## src/rtl/ctrl_sequencer.sv

```systemverilog
// ID-stage decode-and-sequence unit: opcode to registered control bundle, with
// LDM immediate-word sequencing and RET/RTI flush-bubble counting in one FSM.
package ctrl_sequencer_pkg;
  localparam logic [4:0] OP_NOP  = 5'd0,  OP_SETC = 5'd1,  OP_CLRC = 5'd2,  OP_NOT  = 5'd3;
  localparam logic [4:0] OP_INC  = 5'd4,  OP_DEC  = 5'd5,  OP_OUT  = 5'd6,  OP_IN   = 5'd7;
  localparam logic [4:0] OP_MOV  = 5'd8,  OP_ADD  = 5'd9,  OP_SUB  = 5'd10, OP_AND  = 5'd11;
  localparam logic [4:0] OP_OR   = 5'd12, OP_SHL  = 5'd13, OP_SHR  = 5'd14, OP_PUSH = 5'd15;
  localparam logic [4:0] OP_POP  = 5'd16, OP_LDM  = 5'd17, OP_LDD  = 5'd18, OP_STD  = 5'd19;
  localparam logic [4:0] OP_JZ   = 5'd20, OP_JN   = 5'd21, OP_JC   = 5'd22, OP_JMP  = 5'd23;
  localparam logic [4:0] OP_CALL = 5'd24, OP_RET  = 5'd25, OP_RTI  = 5'd26, OP_INT  = 5'd27;
  localparam logic [4:0] OP_RST  = 5'd28;

  localparam logic [3:0] ALU_NOP = 4'd0,  ALU_NOT = 4'd1,  ALU_INC = 4'd2,  ALU_DEC  = 4'd3;
  localparam logic [3:0] ALU_MOV = 4'd4,  ALU_ADD = 4'd5,  ALU_SUB = 4'd6,  ALU_AND  = 4'd7;
  localparam logic [3:0] ALU_OR  = 4'd8,  ALU_SHL = 4'd9,  ALU_SHR = 4'd10, ALU_LDD  = 4'd11;
  localparam logic [3:0] ALU_STD = 4'd12, ALU_JMP = 4'd13, ALU_SETC = 4'd14;

  // ctrl bit order {IR,IW,MR,MW,MTR,ALU_src,RW,Branch,SetC,CLRC}
  localparam logic [9:0] CB_IR  = 10'h200, CB_IW  = 10'h100, CB_MR  = 10'h080, CB_MW   = 10'h040;
  localparam logic [9:0] CB_MTR = 10'h020, CB_SRC = 10'h010, CB_RW  = 10'h008, CB_BR   = 10'h004;
  localparam logic [9:0] CB_SETC = 10'h002, CB_CLRC = 10'h001;

  localparam logic [9:0] ALU_SIGNALS = CB_RW;
  localparam logic [9:0] LOAD_SIGNALS = CB_MR | CB_MTR | CB_RW;
  localparam logic [9:0] IMM_SIGNALS = CB_SRC | CB_RW;
endpackage

module ctrl_sequencer
  import ctrl_sequencer_pkg::*;
#(
  parameter int OPW       = 5,
  parameter int ALUW      = 4,
  parameter int IMM_WORDS = 1,
  parameter int RET_FLUSH = 2,
  parameter int RTI_FLUSH = 3
) (
  input  logic               clk,
  input  logic               rst,
  ctrl_sequencer_if.slave    bus
);
  localparam int MAX_A = (IMM_WORDS > RET_FLUSH) ? IMM_WORDS : RET_FLUSH;
  localparam int MAX_C = (MAX_A > RTI_FLUSH) ? MAX_A : RTI_FLUSH;
  localparam int CW    = $clog2(MAX_C + 1);
  localparam logic [CW-1:0] ONE = 1;

  typedef enum logic [1:0] {S_DECODE, S_IMM, S_FLUSH} state_t;

  state_t          state;
  logic [CW-1:0]   cnt;
  logic [CW-1:0]   cnt_dec;
  logic [9:0]      ctrl_q;
  logic [ALUW-1:0] alu_q;
  logic            shift_q;
  logic [1:0]      pp_q;
  logic            imm_q;
  logic            pch_q;
  logic            ill_q;

  logic [9:0]      dec_ctrl;
  logic [ALUW-1:0] dec_alu;
  logic            dec_shift;
  logic [1:0]      dec_pp;
  logic            dec_legal;

  // NOTE: every always_comb output gets a default first so no path can infer a latch.
  always_comb begin
    dec_ctrl  = '0;
    dec_alu   = ALUW'(ALU_NOP);
    dec_shift = 1'b0;
    dec_pp    = 2'b00;
    dec_legal = 1'b1;
    case (bus.opcode)
      OPW'(OP_NOT):  begin dec_ctrl = ALU_SIGNALS; dec_alu = ALUW'(ALU_NOT); end
      OPW'(OP_INC):  begin dec_ctrl = ALU_SIGNALS; dec_alu = ALUW'(ALU_INC); end
      OPW'(OP_DEC):  begin dec_ctrl = ALU_SIGNALS; dec_alu = ALUW'(ALU_DEC); end
      OPW'(OP_MOV):  begin dec_ctrl = ALU_SIGNALS; dec_alu = ALUW'(ALU_MOV); end
      OPW'(OP_ADD):  begin dec_ctrl = ALU_SIGNALS; dec_alu = ALUW'(ALU_ADD); end
      OPW'(OP_SUB):  begin dec_ctrl = ALU_SIGNALS; dec_alu = ALUW'(ALU_SUB); end
      OPW'(OP_AND):  begin dec_ctrl = ALU_SIGNALS; dec_alu = ALUW'(ALU_AND); end
      OPW'(OP_OR):   begin dec_ctrl = ALU_SIGNALS; dec_alu = ALUW'(ALU_OR);  end
      OPW'(OP_SHL):  begin dec_ctrl = ALU_SIGNALS; dec_alu = ALUW'(ALU_SHL); dec_shift = 1'b1; end
      OPW'(OP_SHR):  begin dec_ctrl = ALU_SIGNALS; dec_alu = ALUW'(ALU_SHR); dec_shift = 1'b1; end
      OPW'(OP_PUSH): begin dec_ctrl = CB_MW; dec_alu = ALUW'(ALU_MOV); dec_pp = 2'b01; end
      OPW'(OP_POP):  begin dec_ctrl = LOAD_SIGNALS; dec_alu = ALUW'(ALU_MOV); dec_pp = 2'b11; end
      OPW'(OP_LDD):  begin dec_ctrl = LOAD_SIGNALS; dec_alu = ALUW'(ALU_LDD); end
      OPW'(OP_STD):  begin dec_ctrl = CB_MW; dec_alu = ALUW'(ALU_STD); end
      OPW'(OP_JZ), OPW'(OP_JN), OPW'(OP_JC), OPW'(OP_JMP):
                     begin dec_ctrl = CB_BR; dec_alu = ALUW'(ALU_JMP); end
      OPW'(OP_CALL), OPW'(OP_RET), OPW'(OP_RTI):
                     dec_ctrl = CB_BR;
      OPW'(OP_INT):  dec_ctrl = CB_MW | CB_BR;
      OPW'(OP_OUT):  begin dec_ctrl = CB_IW; dec_alu = ALUW'(ALU_MOV); end
      OPW'(OP_IN):   begin dec_ctrl = CB_IR | CB_RW; dec_alu = ALUW'(ALU_MOV); end
      OPW'(OP_SETC): begin dec_ctrl = CB_SETC; dec_alu = ALUW'(ALU_SETC); end
      OPW'(OP_CLRC): dec_ctrl = CB_CLRC;
      OPW'(OP_NOP), OPW'(OP_RST), OPW'(OP_LDM): begin end
      default:       dec_legal = 1'b0;
    endcase
  end

  // Saturating decrement: the counter never wraps below zero.
  assign cnt_dec = (cnt != '0) ? cnt - ONE : '0;

  // NOTE: sequential state uses non-blocking assignments only, so later defaults
  // in this block are simply overridden by the more specific branch below them.
  always_ff @(posedge clk) begin
    if (!rst) begin
      state   <= S_DECODE;
      cnt     <= '0;
      ctrl_q  <= '0;
      alu_q   <= ALUW'(ALU_NOP);
      shift_q <= 1'b0;
      pp_q    <= 2'b00;
      imm_q   <= 1'b0;
      pch_q   <= 1'b0;
      ill_q   <= 1'b0;
    end else if (bus.squash) begin
      state   <= S_DECODE;
      cnt     <= '0;
      ctrl_q  <= '0;
      alu_q   <= ALUW'(ALU_NOP);
      shift_q <= 1'b0;
      pp_q    <= 2'b00;
      imm_q   <= 1'b0;
      pch_q   <= 1'b0;
      ill_q   <= 1'b0;
    end else if (!bus.stall) begin
      ctrl_q  <= '0;
      alu_q   <= ALUW'(ALU_NOP);
      shift_q <= 1'b0;
      pp_q    <= 2'b00;
      imm_q   <= 1'b0;
      pch_q   <= 1'b0;
      ill_q   <= 1'b0;
      if (!bus.nop_in) begin
        case (state)
          S_DECODE: if (bus.instr_valid) begin
            ctrl_q  <= dec_ctrl;
            alu_q   <= dec_alu;
            shift_q <= dec_shift;
            pp_q    <= dec_pp;
            ill_q   <= !dec_legal;
            if (bus.opcode == OPW'(OP_LDM)) begin
              cnt   <= CW'(IMM_WORDS);
              state <= S_IMM;
            end else if (bus.opcode == OPW'(OP_RET) && RET_FLUSH > 0) begin
              cnt   <= CW'(RET_FLUSH);
              state <= S_FLUSH;
            end else if (bus.opcode == OPW'(OP_RTI) && RTI_FLUSH > 0) begin
              cnt   <= CW'(RTI_FLUSH);
              state <= S_FLUSH;
            end
          end
          S_IMM: if (bus.instr_valid) begin
            ctrl_q <= IMM_SIGNALS;
            alu_q  <= ALUW'(ALU_MOV);
            imm_q  <= 1'b1;
            cnt    <= cnt_dec;
            if (cnt <= ONE) state <= S_DECODE;
          end
          S_FLUSH: begin
            pch_q <= 1'b1;
            cnt   <= cnt_dec;
            if (cnt <= ONE) state <= S_DECODE;
          end
          default: state <= S_DECODE;
        endcase
      end
    end
  end

  assign bus.ctrl      = ctrl_q;
  assign bus.alu_op    = alu_q;
  assign bus.shift     = shift_q;
  assign bus.push_pop  = pp_q;
  assign bus.imm_phase = imm_q;
  assign bus.pc_hold   = pch_q;
  assign bus.illegal   = ill_q;
  assign bus.busy      = (state != S_DECODE);
  assign bus.flush_cnt = cnt;
endmodule

```

## src/rtl/ctrl_sequencer_if.sv

```systemverilog
// Decode-stage handshake between the fetch/hazard logic and ctrl_sequencer.
// The master drives opcode and pipeline controls; the slave returns the control bundle.
interface ctrl_sequencer_if #(
  parameter int OPW  = 5,
  parameter int ALUW = 4,
  parameter int CW   = 2
);
  logic [OPW-1:0]  opcode;
  logic            instr_valid;
  logic            stall;
  logic            nop_in;
  logic            squash;
  logic [9:0]      ctrl;
  logic [ALUW-1:0] alu_op;
  logic            shift;
  logic [1:0]      push_pop;
  logic            imm_phase;
  logic            pc_hold;
  logic            busy;
  logic            illegal;
  logic [CW-1:0]   flush_cnt;

  modport master (
    output opcode, instr_valid, stall, nop_in, squash,
    input  ctrl, alu_op, shift, push_pop, imm_phase, pc_hold, busy, illegal, flush_cnt
  );

  modport slave (
    input  opcode, instr_valid, stall, nop_in, squash,
    output ctrl, alu_op, shift, push_pop, imm_phase, pc_hold, busy, illegal, flush_cnt
  );
endinterface

```

## src/flat_wrapper.sv

```systemverilog
// flat-port wrapper written by rule: the top's interface ports become plain ports
module ctrl_sequencer_flat import ctrl_sequencer_pkg::*;
#(
  parameter int OPW       = 5,
  parameter int ALUW      = 4,
  parameter int IMM_WORDS = 1,
  parameter int RET_FLUSH = 2,
  parameter int RTI_FLUSH = 3
)
  (clk, rst, bus_opcode, bus_instr_valid, bus_stall, bus_nop_in, bus_squash, bus_ctrl, bus_alu_op, bus_shift, bus_push_pop, bus_imm_phase, bus_pc_hold, bus_busy, bus_illegal, bus_flush_cnt);
  ctrl_sequencer_if #(.OPW(OPW), .ALUW(ALUW), .CW(2)) bus_i ();
  input  logic clk;
  input  logic rst;
  input wire logic [$bits(bus_i.opcode)-1:0] bus_opcode;
  input wire logic [$bits(bus_i.instr_valid)-1:0] bus_instr_valid;
  input wire logic [$bits(bus_i.stall)-1:0] bus_stall;
  input wire logic [$bits(bus_i.nop_in)-1:0] bus_nop_in;
  input wire logic [$bits(bus_i.squash)-1:0] bus_squash;
  output wire logic [$bits(bus_i.ctrl)-1:0] bus_ctrl;
  output wire logic [$bits(bus_i.alu_op)-1:0] bus_alu_op;
  output wire logic [$bits(bus_i.shift)-1:0] bus_shift;
  output wire logic [$bits(bus_i.push_pop)-1:0] bus_push_pop;
  output wire logic [$bits(bus_i.imm_phase)-1:0] bus_imm_phase;
  output wire logic [$bits(bus_i.pc_hold)-1:0] bus_pc_hold;
  output wire logic [$bits(bus_i.busy)-1:0] bus_busy;
  output wire logic [$bits(bus_i.illegal)-1:0] bus_illegal;
  output wire logic [$bits(bus_i.flush_cnt)-1:0] bus_flush_cnt;
  assign bus_i.opcode = bus_opcode;
  assign bus_i.instr_valid = bus_instr_valid;
  assign bus_i.stall = bus_stall;
  assign bus_i.nop_in = bus_nop_in;
  assign bus_i.squash = bus_squash;
  assign bus_ctrl = bus_i.ctrl;
  assign bus_alu_op = bus_i.alu_op;
  assign bus_shift = bus_i.shift;
  assign bus_push_pop = bus_i.push_pop;
  assign bus_imm_phase = bus_i.imm_phase;
  assign bus_pc_hold = bus_i.pc_hold;
  assign bus_busy = bus_i.busy;
  assign bus_illegal = bus_i.illegal;
  assign bus_flush_cnt = bus_i.flush_cnt;
  ctrl_sequencer #(.OPW(OPW), .ALUW(ALUW), .IMM_WORDS(IMM_WORDS), .RET_FLUSH(RET_FLUSH), .RTI_FLUSH(RTI_FLUSH)) u_core (.clk(clk), .rst(rst), .bus(bus_i));
endmodule
```

## config.mk

```make
export PLATFORM = sky130hd
export DESIGN_NAME = ctrl_sequencer_flat
export DESIGN_NICKNAME = d
export VERILOG_FILES = /design/src/rtl/ctrl_sequencer.sv /design/src/rtl/ctrl_sequencer_if.sv /design/src/flat_wrapper.sv
export SDC_FILE = /design/constraint.sdc
export NUM_CORES = 1
export LEC_CHECK = 0
export BUFFER_PORTS_ARGS = -buffer_cell sky130_fd_sc_hd__buf_2
export CAP_MARGIN = 0
export CORE_MARGIN = 2
export CORE_UTILIZATION = 40
export DETAILED_ROUTE_END_ITERATION = 12
export SYNTH_ARGS = -nofsm -noshare
export SYNTH_HDL_FRONTEND = slang
export SYNTH_SLANG_ARGS = --single-unit
```

## constraint.sdc

```tcl
create_clock -name clk -period 3.4 [get_ports clk]
set_input_delay 0.34 -clock clk [delete_from_list [all_inputs] [get_ports clk]]
set_output_delay 0.34 -clock clk [all_outputs]
set_load 0.05 [all_outputs]
```

; Word-level counts from Yosys, hierarchy flattened
; Cells that the tools add are included.
[op_classes]
addsub = 1
magnitude_cmp = 1
eq_ne = 33
muxes = 41
n_bitwise = 3
n_reduce_logical = 17
[op_table]
columns = cell, count
row1 = 10-bit one-hot mux with 9 select lines, 1
row2 = "5-bit == test, second input constant", 13
row3 = 4-bit one-hot mux with 14 select lines, 1
row4 = "5-bit by 4-bit == test with 1-bit output, second input constant", 8
row5 = 2-bit two-way mux, 15
row6 = 29-bit OR reduction, 1
row7 = "5-bit by 3-bit == test with 1-bit output, second input constant", 4
row8 = 10-bit two-way mux, 2
row9 = 10-bit one-hot mux with 2 select lines, 1
row10 = 1-bit two-way mux, 13
row11 = 2-bit one-hot mux with 3 select lines, 2
row12 = "5-bit by 2-bit == test with 1-bit output, second input constant", 2
row13 = 10-bit OR reduction, 1
row14 = 4-bit two-way mux, 2
row15 = 4-bit one-hot mux with 2 select lines, 1
row16 = 2-bit OR reduction, 4
row17 = 7-bit OR reduction, 1
row18 = 6-bit AND reduction, 1
row19 = "5-bit by 1-bit == test with 1-bit output, second input constant", 1
row20 = 5-bit zero test, 1
row21 = 5-bit two-way mux, 1
row22 = 5-bit AND reduction, 1
row23 = 5-bit OR reduction, 1
row24 = "2-bit != test, second input constant", 2
row25 = other kinds (13), 16
[totals]
register_bits = 24
inputBits = 11
out_inout_bits = 23
wordCells = 105

; Logic depth before layout (Yosys ltp)
; Gate-level depths: netlist of the first run.
[logic_depth]
word_depth = 7
ltp_mapped = 7
ltp_nobuf = 6

; Worst setup path after synthesis of the first run
; No wires, ideal clock.
[synth_timing]
path_type = flip-flop to flip-flop
from = register u_core.state[0]
to = register u_core.cnt[0] (netlist: u_core.bus.flush_cnt[0])
setup_ns = 0.122
arrival_ns = 1.624
slack_ns = 1.654
path_stages_with_launch = 7
path_buffers = 0
synth_period_minus_slack_ns = 1.746
cell_sequence = dfxtp_1 > inv_1 > ha_1 > inv_1 > a311oi_2 > or3_1 > mux2i_1
[synth_between]
elab_chain_cells = 3
elab_cells_between_ends = 9
classes_between = 5 x eq/ne / 1 x mux / 3 x reduce/logical
[synth_lines]
columns = item, line_no
row1 = start: declaration, ctrl_sequencer.sv:48  ; state_t state;
row2 = start signal: assignment, ctrl_sequencer.sv:108  ; state <= S_DECODE;
row3 = start signal: assignment, ctrl_sequencer.sv:118  ; state <= S_DECODE;
row4 = start signal: assignment, ctrl_sequencer.sv:145  ; state <= S_IMM;
row5 = 2-bit zero test (tied with other cells), ctrl_sequencer.sv:136  ; case (state)
row6 = 4-bit by 1-bit != test with 1-bit output (no source line) (tied with other cells), --
row7 = 6-bit AND reduction (no source line), --
row8 = end signal: assignment, ctrl_sequencer.sv:144  ; cnt <= CW'(IMM_WORDS);
row9 = end signal: assignment, ctrl_sequencer.sv:147  ; cnt <= CW'(RET_FLUSH);
row10 = end signal: assignment, ctrl_sequencer.sv:150  ; cnt <= CW'(RTI_FLUSH);
row11 = end: declaration, ctrl_sequencer.sv:49  ; logic [CW-1:0] cnt;
; Several ways; a longest one is shown, not always the timed one.
; A chain may end at the register's enable or synchronous reset.

; Worst setup path after layout of the first run
[layout_timing]
from = register u_core.state[0]
to = output port bus_busy
[layout_between]
elab_chain_cells = 1
[layout_lines]
columns = item, line_no
row1 = 2-bit nonzero test, ctrl_sequencer.sv:179  ; assign bus.busy = (state != S_DECODE);
row2 = end: declaration, flat_wrapper.sv:25  ; output wire logic [$bits(bus_i.busy)-1:0] bus_busy;
; No other way between the ends.

==> results of run 1 <==
-- critical path, stage by stage, from the launching register on --
cell     delay [ps]
dfxtp_1         420
inv_1            80
ha_1            270
inv_1           130
buf_2           280
-- routing by layer --
metal  GRT usage [%]  routed length (um)  share of wire (%)
met5               0                   0                  0
met2            27.7                1340                 44
met4            6.52                  48                1.6
met3            2.52                 161                5.2
met1            25.3                1520                 50
-- final cells by class --
cell class,instances,area share (%)
clock inverters,1,0.336
multi-input cells,126,51.4
well taps,44,3.70
clock buffers,3,1.51
flip-flops and latches,23,31.0
inverters,4,1.01
repair buffers,33,11.1
-- path summary, 6_finish.rpt --
kind | start | endpoint | depth (start not counted)
setup / recovery | u_core.state[0] | bus_busy | 4
hold / removal | bus_instr_valid | u_core.bus.alu_op[2] | 3
setup reg to reg | u_core.state[0] | u_core.bus.illegal | 6
hold reg to reg | u_core.bus.imm_phase | u_core.bus.imm_phase | 2
-- report_power, final --
group	leakage [nW]	internal (W)	total [W]	switching, W
Sequential	0.185	0.000271	0.000271	0.000000673
Clock	0.0177	0.0000442	0.000133	0.0000884
Combinational	0.393	0.0000217	0.0000687	0.0000471
Total	0.596	0.000336	0.000473	0.000136
-- metrics by stage --
stage                     cell area, um^2  setup WS, ps  std cells
after floorplan                      1310          1650        168
after global placement               1460          1670        230
after detailed placement             1460          1620        230
after CTS                            1490          1540        234
after global routing                 1490          1420        234
final                                1490          1560        234
-- sequential cells by signal (all words and copies together), names as in the netlist --
name and cells:
u_core.bus.alu_op 4, u_core.bus.ctrl 9, u_core.bus.flush_cnt 2, u_core.bus.illegal 1, u_core.bus.imm_phase 1, u_core.bus.pc_hold 1, u_core.bus.push_pop 2, u_core.bus.shift 1
u_core.state 2
-- cells by family after synthesis --
logic type,count (synthesis),share of synthesized area [%]
AOI/OAI and AO/OA,49,24.4
adders and majority gates,4,3.82
buffers and inverters,19,6.49
DFF,23,35.1
muxes,1,0.764
and+or+nand+nor,72,29.4
-- cells in the mapped netlist, drive strengths merged, types with 2 or more instances --
cell	number	area (um^2)
a21boi	2	15.0
a21oi	20	100
a221oi	2	17.5
a311oi	2	23.8
a32oi	3	26.3
and2b	2	15.0
and3	2	12.5
and4bb	2	25.0
buf	6	35.0
clkbuf	9	35.0
dfxtp	23	460
ha	4	50.1
inv	4	15.0
nand2	24	92.6
nand2b	2	12.5
nand3	3	15.0
nand4	5	31.3
nand4b	2	17.5
nor2	14	60.1
nor2b	6	37.5
nor3	2	10.0
o2111ai	2	17.5
o21ai	9	45.0
or3	3	18.8
==> impl_metrics.py, run 1 <==
metrics = {
    "routing": {
        "drtAntennaViolNets": 0,
        "drt_first_iter_violations": 43,
        "via_per_inst": 5.48,
        "drc": 0,
        "route.vias.total": 1282,
        "drt_pass1_iterations": 4,
        "totalWireLength_um": 3070,
        "avgRoutedWirePerCell_um": 13.1,
    },
    "final_layout": {
        "final_layout_size_suffix_gt1_share_pct": 21.6,
        "final_common_cell": "buf_2",
        "layout_common_cells": "33 x buf_2, 23 x nand2_1, 23 x dfxtp_1",
        "fillers": 346,
        "regArea_um2": 460,
        "num_antenna_cells": 0,
        "layout.nets": 206,
        "multi_input_area_um2": 764,
        "postLayoutCoreUtil_pct": 48.3,
        "syn_to_final_growth_pct": 13.6,
    },
    "die": {
        "die_w_um": 61.2,
        "die-area_um2": 3750,
        "core_um2": 3080,
        "num_io_pins": 34,
        "initial_core_util_pct": 42.6,
        "dieHeight_um": 61.2,
        "rows": 20,
    },
    "placement": {
        "port_buffers": 33,
        "gp_congestion": 0.768,
        "hpwl_um": 2160,
    },
    "grt": {
        "antenna_found_initial": 0,
        "grt_pass1_wl_um": 5060,
        "grt_max_degree": 26,
        "track_usage_pct": 17.9,
        "grt_pass1_vias": 1089,
        "overflow": 0,
    },
    "yosys": {
        "synth_ff_type": "dfxtp_1",
        "async_reset_ff_share_pct": 0,
        "ys_ff_latch": 23,
        "synth_cell_types": 45,
        "syn_inst": 168,
        "syn_avg_cell_area_um2": 7.80,
        "synth_edf_count": 0,
        "synth_fp_nets": 183,
        "synth_warnings": 0,
        "synthesis.area_um2": 1310,
        "ys_seq_area_share_pct": 35.1,
    },
    "clock_tree": {
        "clock_sinks": 23,
        "cts-root-buf": "clkbuf_4",
        "clkTransAtPathRegs_ps": 140,
        "cts_made_buffers": 3,
        "cts_tree": "built",
        "ctsHtreeMaxLevel": 1,
        "insertion_delay_ps": 330,
        "postCtsHoldBufs": 0,
        "postCtsSetupBuffers": 0,
        "cts_resized": 0,
        "cts_max_path_buffers": 2,
    },
    "setup_path": {
        "end_kind": "output port",
        "reg2reg_setup_slack_ps": 1570,
        "cp.arrival_ps": 1500,
        "startpoint_type": "register",
        "crit_fanout": 6,
        "required_ps": 3060,
        "critical_path_class": "register to output port",
    },
    "run_status": {
        "run_status": "finished, final reports clean",
    },
    "flow_run": {
        "cap_violations": 0,
    },
    "timing": {
        "slew_viol_final": 0,
        "holdWs_ps": 335,
        "worst_slew_pin_slew_ps": 757,
        "setup-tns-final_ps": 0,
        "fin_crit_ps": 1840,
        "setup_viol": 0,
        "finClkSkew_ps": 10.6,
        "slew_headroom_pct": 49.5,
        "rsz0062_at_grt": "false",
        "fmax_mhz": 543,
        "post-route-period-util_pct": 54.2,
        "hold_viol": 0,
    },
    "min_path": {
        "hp-class": "primary input to register",
    },
    "power_and_ir_drop": {
        "peakVddDrop_v": 0.000137,
        "power_density_nw_per_um2": 318,
        "p_leak_nw": 0.596,
        "p_total_w": 0.000473,
    },
}
Power figures use the tool's default switching activity.
==> inputs of run 2 (changes only) <==
clock period = 1.9 ns   (was 3.4 ns; I/O delays follow)
==> run 2 against run 1 <==
Effect of this change: clock power rose by 75%; highest routed layer unchanged; core utilization rose by 0.73 points; combinational power rose by 86%; first-iteration DRC count rose by 60%; clock skew fell by 1.5 ps.
==> impl_metrics.py, run 2 (same netlist as run 1, synthesis figures left out) <==
metrics = {
    "setup_path": {
        "slowest_stage": "dfxtp_1",
        "end_kind": "output port",
        "cp_common_cell": "inv_1",
        "startpoint_type": "register",
        "cp.arrival_ps": 1470,
        "cp_cell_sequence": "inv_1, ha_1, inv_1, buf_2",
        "critical_path_class": "register to output port",
        "required_ps": 1710,
        "crit_fanout": 6,
        "cpPeakStageDelay_ps": 400,
    },
    "final_layout": {
        "num_antenna_cells": 0,
        "layout.nets": 209,
        "syn_to_final_growth_pct": 15.3,
        "layout_common_cells": "33 x buf_2, 23 x nand2_1, 23 x dfxtp_1",
        "final_common_cell": "buf_2",
        "final_layout_size_suffix_gt1_share_pct": 22.8,
        "largest_reg_flops": 9,
    },
    "clock_tree": {
        "insertion_delay_ps": 310,
        "postCtsHoldBufs": 0,
        "clock_sinks": 23,
        "postCtsSetupBuffers": 0,
        "cts_made_buffers": 3,
        "cts_max_path_buffers": 2,
        "cts_resized": 0,
        "ctsHtreeMaxLevel": 1,
        "clkTransAtPathRegs_ps": 140,
        "cts-root-buf": "clkbuf_4",
        "cts_tree": "built",
    },
    "placement": {
        "port_buffers": 33,
        "hpwl_um": 2270,
        "gp_congestion": 0.826,
    },
    "timing": {
        "finClkSkew_ps": 9.06,
        "hold_viol": 0,
        "fin_crit_ps": 1660,
        "slew_viol_final": 0,
        "rsz0062_at_grt": "false",
        "worst_slew_pin_slew_ps": 423,
        "setup-tns-final_ps": 0,
        "setup_viol": 0,
        "slew_headroom_pct": 71.7,
        "fmax_mhz": 601,
        "post-route-period-util_pct": 87.6,
    },
    "routing": {
        "totalWireLength_um": 3120,
        "avgRoutedWirePerCell_um": 13.2,
        "drt_pass1_iterations": 4,
        "via_per_inst": 5.45,
        "drt_first_iter_violations": 69,
        "drtAntennaViolNets": 0,
        "route.vias.total": 1292,
        "drc": 0,
    },
    "grt": {
        "track_usage_pct": 18.2,
        "grt_pass1_wl_um": 5060,
        "antenna_found_initial": 0,
        "grt_pass1_vias": 1070,
        "overflow": 0,
        "grt_max_degree": 23,
    },
    "die": {
        "die-area_um2": 3750,
        "num_io_pins": 34,
        "rows": 20,
        "dieHeight_um": 61.2,
        "initial_core_util_pct": 42.6,
        "die_w_um": 61.2,
        "core_um2": 3080,
    },
    "min_path": {
        "hp-class": "primary input to register",
    },
    "flow_run": {
        "cap_violations": 0,
    },
    "power_and_ir_drop": {
        "p_total_w": 0.000846,
        "p_leak_nw": 0.611,
        "peakVddDrop_v": 0.000331,
        "power_density_nw_per_um2": 560,
    },
    "run_status": {
        "run_status": "finished, final reports clean",
    },
}
[run 2: changes by cell type in the layout (fill, tap and decap cells not counted)]
cell	previous run	this run
buf_4	0	3
[run 2: report_power, final]
part           internal [W]  leakage (nW)  switching [W]
clock             0.0000787        0.0177       0.000154
sequential         0.000484         0.185     0.00000116
combinational     0.0000425         0.408      0.0000853
total              0.000605         0.611       0.000241
[run 2: worst paths after layout]
| path | from | to | slack, ps | depth (start not counted) |
|---|---|---|---|---|
| setup / recovery | u_core.state[0] | bus_busy | 240 | 4 |
| hold / removal | bus_instr_valid | u_core.bus.ctrl[3] | 190 | 3 |
| setup reg to reg | u_core.state[0] | u_core.bus.flush_cnt[0] | 240 | 6 |
| hold reg to reg | u_core.bus.illegal | u_core.bus.illegal | 460 | 2 |
[run 2: per-stage QoR]
stage / area (um^2) / instances / hold slack, ps / util, % / setup WS (ps)
finish: 1510 / 237 / 185 / 49.1 / 235
global route: 1510 / 237 / 180 / 49.1 / 100
CTS: 1510 / 237 / 175 / 49.1 / 219
detailed placement: 1480 / 233 / 450 / 48.2 / 264
global placement: 1480 / 233 / 440 / 48.2 / 312
floorplan: 1310 / 168 / 361 / - / 154
[run 2: layer usage]
| layer | vias up | track usage, % | part of all wire [%] |
|---|---|---|---|
| met5 | - | 0 | 0 |
| met4 | 0 | 7.45 | 0.99 |
| met3 | 4 | 2.73 | 6.9 |
| met2 | 38 | 26.6 | 44 |
| met1 | 593 | 26.8 | 48 |
| li1 | 657 | - | - |
[run 2: area by class of cell]
class	instances	area, um^2
fillers	344	1570
multi-input cells	126	764
flip-flops and latches	23	460
repair buffers	36	188
well taps	44	55.1
clock buffers	3	22.5
inverters	4	15.0
clock inverters	1	5.00
[run 2: worst max-delay path, delay by kind of cell (launching register included)]
family | cells | cell delay, ps
flops | 1 | 400
buf+inv | 3 | 490
fa+ha+maj | 1 | 280
